## config.mk

```make
export PLATFORM = sky130hd
export DESIGN_NAME = updown_counter
export DESIGN_NICKNAME = d
export VERILOG_FILES = /design/src/rtl/updown_counter_pkg.sv /design/src/rtl/updown_counter_prescaler.sv /design/src/rtl/updown_counter.sv
export SDC_FILE = /design/constraint.sdc
export NUM_CORES = 1
export LEC_CHECK = 0
export CAP_MARGIN = 20
export CORE_ASPECT_RATIO = 1.25
export CORE_MARGIN = 2
export CORE_UTILIZATION = 50
export CTS_BUF_LIST = sky130_fd_sc_hd__clkbuf_4
export CTS_CLUSTER_DIAMETER = 60
export DETAILED_ROUTE_END_ITERATION = 10
export PLACE_DENSITY = 0.82
export REMOVE_ABC_BUFFERS = 1
export SLEW_MARGIN = 20
export SYNTH_ARGS = -nofsm -noshare
export SYNTH_HDL_FRONTEND = slang
export SYNTH_SLANG_ARGS = --single-unit
export TNS_END_PERCENT = 50
```

## constraint.sdc

```tcl
create_clock -name clk -period 2.6 [get_ports clk]
set_input_delay 0.52 -clock clk [delete_from_list [all_inputs] [get_ports clk]]
set_output_delay 0.52 -clock clk [all_outputs]
set_load 0.1 [all_outputs]
```

## src/rtl/updown_counter_pkg.sv

```systemverilog
// Shared types for the up/down counter slice.
// Direction and counting-mode encodings used by the top and the bench.
package updown_counter_pkg;

    typedef enum logic {
        DIR_DOWN = 1'b0,
        DIR_UP   = 1'b1
    } dir_e;

    typedef enum logic {
        CNT_WRAP = 1'b0,
        CNT_SAT  = 1'b1
    } cnt_mode_e;

    typedef struct packed {
        logic adv;
        logic clip;
    } adv_info_t;

endpackage

```

## src/rtl/updown_counter_prescaler.sv

```systemverilog
// Enable-tick divider: asserts tick on every PRESCALE-th enabled cycle.
// Built into updown_counter only when UPDOWN_COUNTER_PRESCALE_EN is defined.
module count_prescaler #(
    parameter int PRESCALE = 4
) (
    input  logic clk,
    input  logic rst_n,
    input  logic restart,
    input  logic enable,
    output logic tick
);

    localparam int PW = (PRESCALE > 1) ? $clog2(PRESCALE) : 1;
    localparam logic [PW-1:0] LAST = PW'(PRESCALE - 1);

    logic [PW-1:0] cnt;

    assign tick = enable && (cnt == LAST);

    always_ff @(posedge clk) begin
        if (!rst_n || restart) begin
            cnt <= '0;
        end else if (enable) begin
            cnt <= tick ? '0 : cnt + PW'(1);
        end
    end

endmodule

```

## src/rtl/updown_counter.sv

```systemverilog
// Up/down counter with wrap or saturate modes, load/clear and wrap flags.
// Optional enable prescaler: define UPDOWN_COUNTER_PRESCALE_EN.
module updown_counter
    import updown_counter_pkg::*;
#(
    parameter int WIDTH     = 8,
    parameter int MAX_COUNT = 2**WIDTH - 1,
    parameter int PRESCALE  = 4
) (
    input  logic             clk,
    input  logic             rst_n,
    input  logic             clear,
    input  logic             load,
    input  logic [WIDTH-1:0] load_val,
    input  logic             enable,
    input  dir_e             dir,
    input  cnt_mode_e        mode,
    input  logic [WIDTH-1:0] step,
    output logic [WIDTH-1:0] count,
    output logic             wrap_pulse,
    output logic             overflow_sticky,
    output logic             at_max,
    output logic             at_min
);

    localparam logic [WIDTH-1:0] MAX_W = WIDTH'(MAX_COUNT);
    localparam logic [WIDTH:0]   MAX_E = (WIDTH+1)'(MAX_COUNT);
    localparam logic [WIDTH:0]   MOD_E = MAX_E + 1'b1;

    if (WIDTH < 2 || MAX_COUNT < 1 || PRESCALE < 1) begin : g_bad_param
    end

    logic             adv;
    logic [WIDTH:0]   cnt_e;
    logic [WIDTH:0]   step_e;
    logic [WIDTH:0]   sum_e;
    logic [WIDTH-1:0] nxt;
    logic             clip;
    logic [WIDTH-1:0] load_c;

`ifdef UPDOWN_COUNTER_PRESCALE_EN
    logic tick;

    count_prescaler #(
        .PRESCALE (PRESCALE)
    ) u_prescaler (
        .clk     (clk),
        .rst_n   (rst_n),
        .restart (clear | load),
        .enable  (enable),
        .tick    (tick)
    );

    assign adv = enable & tick;
`else
    assign adv = enable;
`endif

    assign load_c = ({1'b0, load_val} > MAX_E) ? MAX_W : load_val;

    // All arithmetic is one bit wider so sums and borrows never alias.
    always_comb begin
        cnt_e  = {1'b0, count};
        step_e = {1'b0, step};
        if (step_e > MAX_E) begin
            step_e = MAX_E;
        end
        sum_e = cnt_e + step_e;
        nxt   = count;
        clip  = 1'b0;
        if (dir == DIR_UP) begin
            if (sum_e > MAX_E) begin
                clip = 1'b1;
                if (mode == CNT_SAT) begin
                    nxt = MAX_W;
                end else begin
                    nxt = WIDTH'(sum_e - MOD_E);
                end
            end else begin
                nxt = WIDTH'(sum_e);
            end
        end else begin
            if (step_e > cnt_e) begin
                clip = 1'b1;
                if (mode == CNT_SAT) begin
                    nxt = '0;
                end else begin
                    nxt = WIDTH'(cnt_e + MOD_E - step_e);
                end
            end else begin
                nxt = WIDTH'(cnt_e - step_e);
            end
        end
    end

    always_ff @(posedge clk) begin
        if (!rst_n) begin
            count           <= '0;
            wrap_pulse      <= 1'b0;
            overflow_sticky <= 1'b0;
        end else if (clear) begin
            count           <= '0;
            wrap_pulse      <= 1'b0;
            overflow_sticky <= 1'b0;
        end else if (load) begin
            count      <= load_c;
            wrap_pulse <= 1'b0;
        end else if (adv) begin
            count      <= nxt;
            wrap_pulse <= clip;
            if (clip) begin
                overflow_sticky <= 1'b1;
            end
        end else begin
            wrap_pulse <= 1'b0;
        end
    end

    assign at_max = (count == MAX_W);
    assign at_min = (count == '0);

endmodule

```

### After elaboration in Yosys (flattened, before gate mapping)

Index checks and enable logic that the tools add are counted.

| storage, ports and cells | value |
|---|---|
| flip-flop bits (word level) | 10 |
| input bits | 23 |
| output and inout port bits | 12 |
| word-level logic and storage cells | 29 |

| operators by class | value |
|---|---|
| add/sub/neg operators | 5 |
| $lt $le $gt $ge | 2 |
| equal/unequal tests | 1 |
| multiplexer cells | 10 |
| bitwise operators | 3 |
| reductions and logical operators | 5 |

Operators with widths:

| cell | count |
|---|---|
| $mux 8 | 7 |
| $sub 8x8->8 | 2 |
| $add 8x8->9 | 1 |
| $gt 9x8->1 const B | 1 |
| $add 8x1->8 const B | 1 |
| $eq 8x8->1 const B | 1 |
| $gt 8x8->1 | 1 |
| $logic_not 8->1 | 1 |
| $sub 8x1->8 const B | 1 |
| $reduce_or 4->1 | 1 |
| $mux 1 | 3 |
| $not 1->1 | 3 |
| $reduce_and 3->1 | 1 |
| $reduce_bool 2->1 | 1 |
| $reduce_or 2->1 | 1 |

### Depth between registers and ports, before layout

| depth | value |
|---|---|
| depth after elaboration | 7 |
| depth in mapped cells | 8 |
| depth with buffers taken out | 8 |

### Worst setup path after synthesis

Ideal clock, no wire load.

| timing path | value |
|---|---|
| path type | reg-to-output |
| start point | register count[2] |
| end point | output port at_min |
| data arrival time | 2.577 ns |
| data required time | 2.080 ns |
| path slack | -0.497 ns |
| cell stages (with the launch flop) | 3 |
| path through | dfxtp_1 -> or4_1 -> nor2_1 |

| between the ends | value |
|---|---|
| longest elaborated chain between the ends | 1 |

RTL lines:

| item | RTL line | text |
|---|---|---|
| start, declared | updown_counter.sv:19 | `output logic [WIDTH-1:0] count,` |
| start signal, assigned | updown_counter.sv:106 | `count <= load_c;` |
| start signal, assigned | updown_counter.sv:109 | `count <= nxt;` |
| $logic_not 8->1 | updown_counter.sv:120 | `assign at_min = (count == '0);` |
| end, declared | updown_counter.sv:23 | `output logic at_min` |

No other way between the ends.

### Worst setup path in the final report

| timing path | value |
|---|---|
| start point | input port step[0] |
| end point | register count[6] |

| between the ends | value |
|---|---|
| longest elaborated chain between the ends | 7 |

RTL lines:

| item | RTL line | text |
|---|---|---|
| start, declared | updown_counter.sv:18 | `input logic [WIDTH-1:0] step,` |
| $add 8x8->9 | updown_counter.sv:68 | `sum_e = cnt_e + step_e;` |
| $sub 8x1->8 | updown_counter.sv:77 | `nxt = WIDTH'(sum_e - MOD_E);` |
| $mux 8 | updown_counter.sv:74 | `if (mode == CNT_SAT) begin` |
| $mux 8 | updown_counter.sv:72 | `if (sum_e > MAX_E) begin` |
| $mux 8 * | updown_counter.sv:71 | `if (dir == DIR_UP) begin` |
| $mux 8 * | updown_counter.sv:108 | `end else if (adv) begin` |
| $mux 8 * | updown_counter.sv:105 | `end else if (load) begin` |

Every way passes the cells marked *; elsewhere a longest branch is shown, timed or not. The select of a mux whose other input is x is not followed.
A chain may end at the register's enable or synchronous reset.

==> results.md <==
* Status: finished, final reports clean
* Max-cap viol count at 0
* Slew headroom at 0.645
* Area grow syn2layout at 39.4%
* Synth top area cells: dfxtp_1, ha_1, a21oi_1
* Sequential-to-total area share from yosys stat at 0.142
* Routed wire length at 4780 um
* CP Data Required Time at 2.80 ns
* Initial antenna violation count at 0
* Pins Over Slew Limit at 0
* Fin Clk Skew at 0.00218 ns
* Mapped Area at 1410 um^2
* Top_reg_cell synth: dfxtp_1
* Filler cells at 224
* Reg clk slew, reported paths at 0.07 ns
* Power Internal at 0.000375 W
* Reg area at 200 um^2
* Synth cell types at 51
* Peak VDD IR at 0.308 mV
* Synth cell count leaders: ha_1, inv_1, a21oi_1, dfxtp_1
* Post-synth EDFFs at 0
* Post-CTS Hold Buffers at 0
* Max Fclk at 402 MHz
* Drt initial violations at 101
* Crit Path Class: primary input to register
* Synth Area per Inst at 7.86 um^2
* Post-layout net count at 278
* Crit-path cells: clkdlybuf4s50_1 > ha_1 > fa_2 > nor2b_4 > o31a_1 > o211ai_4 > or4_1 > o221ai_1
* Root Driver: clkbuf_4
* CTS tree: yes
* Residual DRC count at 0
* Slowest stage cell, crit path: or4_1
* Sequential Power Share at 0.262
* Overall Global Routing Usage at 0.319
* Sw Pwr at 0.000284 W
* Post-Place Worst Slack at -0.212 ns
* Critical Path End Type: register
* Synth Register Bits at 10
* Largest net degree at the start of global routing at 17
* Post-synth top area share at 0.142
* DP HPWL at 4030 um
* Final Setup Violations at 0
* First-pass detailed-route iteration total at 4
* Die Y-Extent at 63.3 um
* Worst path arrival time at 2.69 ns
* Placer Congestion at 0.915
* # clock sinks at 10
* Leakage at 0.867 nW
* Worst-Skew Late Latency at 0.28 ns
* Crit-path max FO at 4
* Worst-Margin Slew at 0.525 ns
* Period minus WS final at 2.49 ns
* Async SR Flop Fraction at 0
* I/O Buffers at 34
* CTS max path bufs at 2
* Routed len/inst at 17.7 um
* Setup WS post-layout at 0.114 ns
* Worst hold path class: register to register
* N_diodes at 0
* Mapped Cells at 179
* Initial core utilization at 0.525
* Multi-input logic area at 1100 um^2
* Clock power frac at 0.177
* Row count at 21
* Vias in the first global route at 1690
* Yosys warns at 0
* Post_cts resized at 0
* Die Wd at 51.4 um
* Count of final hold-check violations at 0
* CP Launch Type: primary input
* Yosys top cell by area: dfxtp_1
* Via/cell ratio at 6.13
* PD cells at 336 nW/um^2
* Fin crit share at 0.956
* Share of layout cells above drive strength 1 at 0.203
* Postcts setup bufs at 0
* Max incr delay on CP at 0.52 ns
* Post-route setup TNS at 0 ns
* Io pins at 35
* First-pass GRT wire length at 7840 um
* Clock buffer count from CTS at 3
* Vias at 1654
* Overflow after GRT at 0
* Die Footprint at 3260 um^2
* RSZ-0062 raised after global routing: no
* CTS H-tree lvls at 1
* Core ar. at 2680 um^2
* Post-route ant nets at 0
* Comb power frac at 0.561
* Switching Share at 0.431
[registers in the layout, summed over array words and instances, names as in the netlist]
signal and cells:
wrap_pulse 1, overflow_sticky 1, count 8
[power by group through the flow]
stage,logic [W],clock network [W],registers [W]
6_report,0.000369,0.000117,0.000172
3_5_place_dp,0.000362,0,0.000175
2_1_floorplan,0.000162,0,0.000219
3_3_place_gp,0.000352,0,0.000175
5_1_grt,0.000393,0.000128,0.000173
4_1_cts,0.000364,0.000117,0.000172
[cell families (layout without fill, tap and decap cells)]
logic type | Yosys count | after routing | share of synthesized area
AOI/OAI and AO/OA | 60 | 60 | 0.316
DFF | 10 | 10 | 0.142
and+or+nand+nor | 59 | 59 | 0.248
adders and majority gates | 18 | 18 | 0.171
xor gates and xnor gates | 6 | 6 | 0.0374
muxes | 1 | 1 | 0.00712
buffers and inverters | 25 | 82 | 0.0783
[cell usage in the layout, fill, tap and decap left out, types with 6 or more instances in the layout]
master           instances
buf_4                   39
nand2_1                  9
ha_1                    16
nor3_1                   6
dfxtp_1                 10
o21ai_0                  9
clkdlybuf4s50_1         22
a21oi_1                 12
nor2_1                   7
nand2b_1                 9
nor2b_1                  6
inv_1                   16
[layout make-up]
type / instances / share of cell area
multi-input combinational: 144 / 0.560
clock inverter: 1 / 0.00191
sequential: 10 / 0.102
clock buffer: 3 / 0.0115
timing repair buffer: 62 / 0.272
inverter: 16 / 0.0306
tap: 34 / 0.0217
[stage by stage]
stage / total power, W / cells / instance area (um^2) / utilization / hold slack, ns
6_report: 0.000658 / 270 / 1960 / 0.732 / 0.506
4_1_cts: 0.000653 / 270 / 1960 / 0.731 / 0.507
3_3_place_gp: 0.000527 / 266 / 1930 / 0.721 / 0.461
2_1_floorplan: 0.000381 / 170 / 1360 / - / 0.665
3_5_place_dp: 0.000538 / 266 / 1930 / 0.721 / 0.491
5_1_grt: 0.000693 / 270 / 1960 / 0.732 / 0.517
[final timing paths]
check / start / slack, ns / cells past startpoint / to
max reg2reg: count[0] / 0.31 / 8 / count[6]
min: overflow_sticky / 0.51 / 1 / overflow_sticky
max: step[0] / 0.11 / 8 / count[6]
min reg2reg: overflow_sticky / 0.51 / 1 / overflow_sticky
[worst max-delay path, delay by kind of cell]
kind | cells | cell delay, ns
AND/OR/NAND/NOR | 2 | 0.67
adder cells (fa/ha/maj) | 2 | 0.61
AO/OA/AOI/OAI | 3 | 0.46
buffers and inverters | 1 | 0.43
[per-layer routing]
layer  vias up  global-route usage  wire [um]
met4         0               0.135        233
met1       760               0.367       1740
met5         -                   0          0
li1        780                   -          -
met2        85               0.553       2450
met3        29              0.0687        357
(Power assumes the default switching activity.)
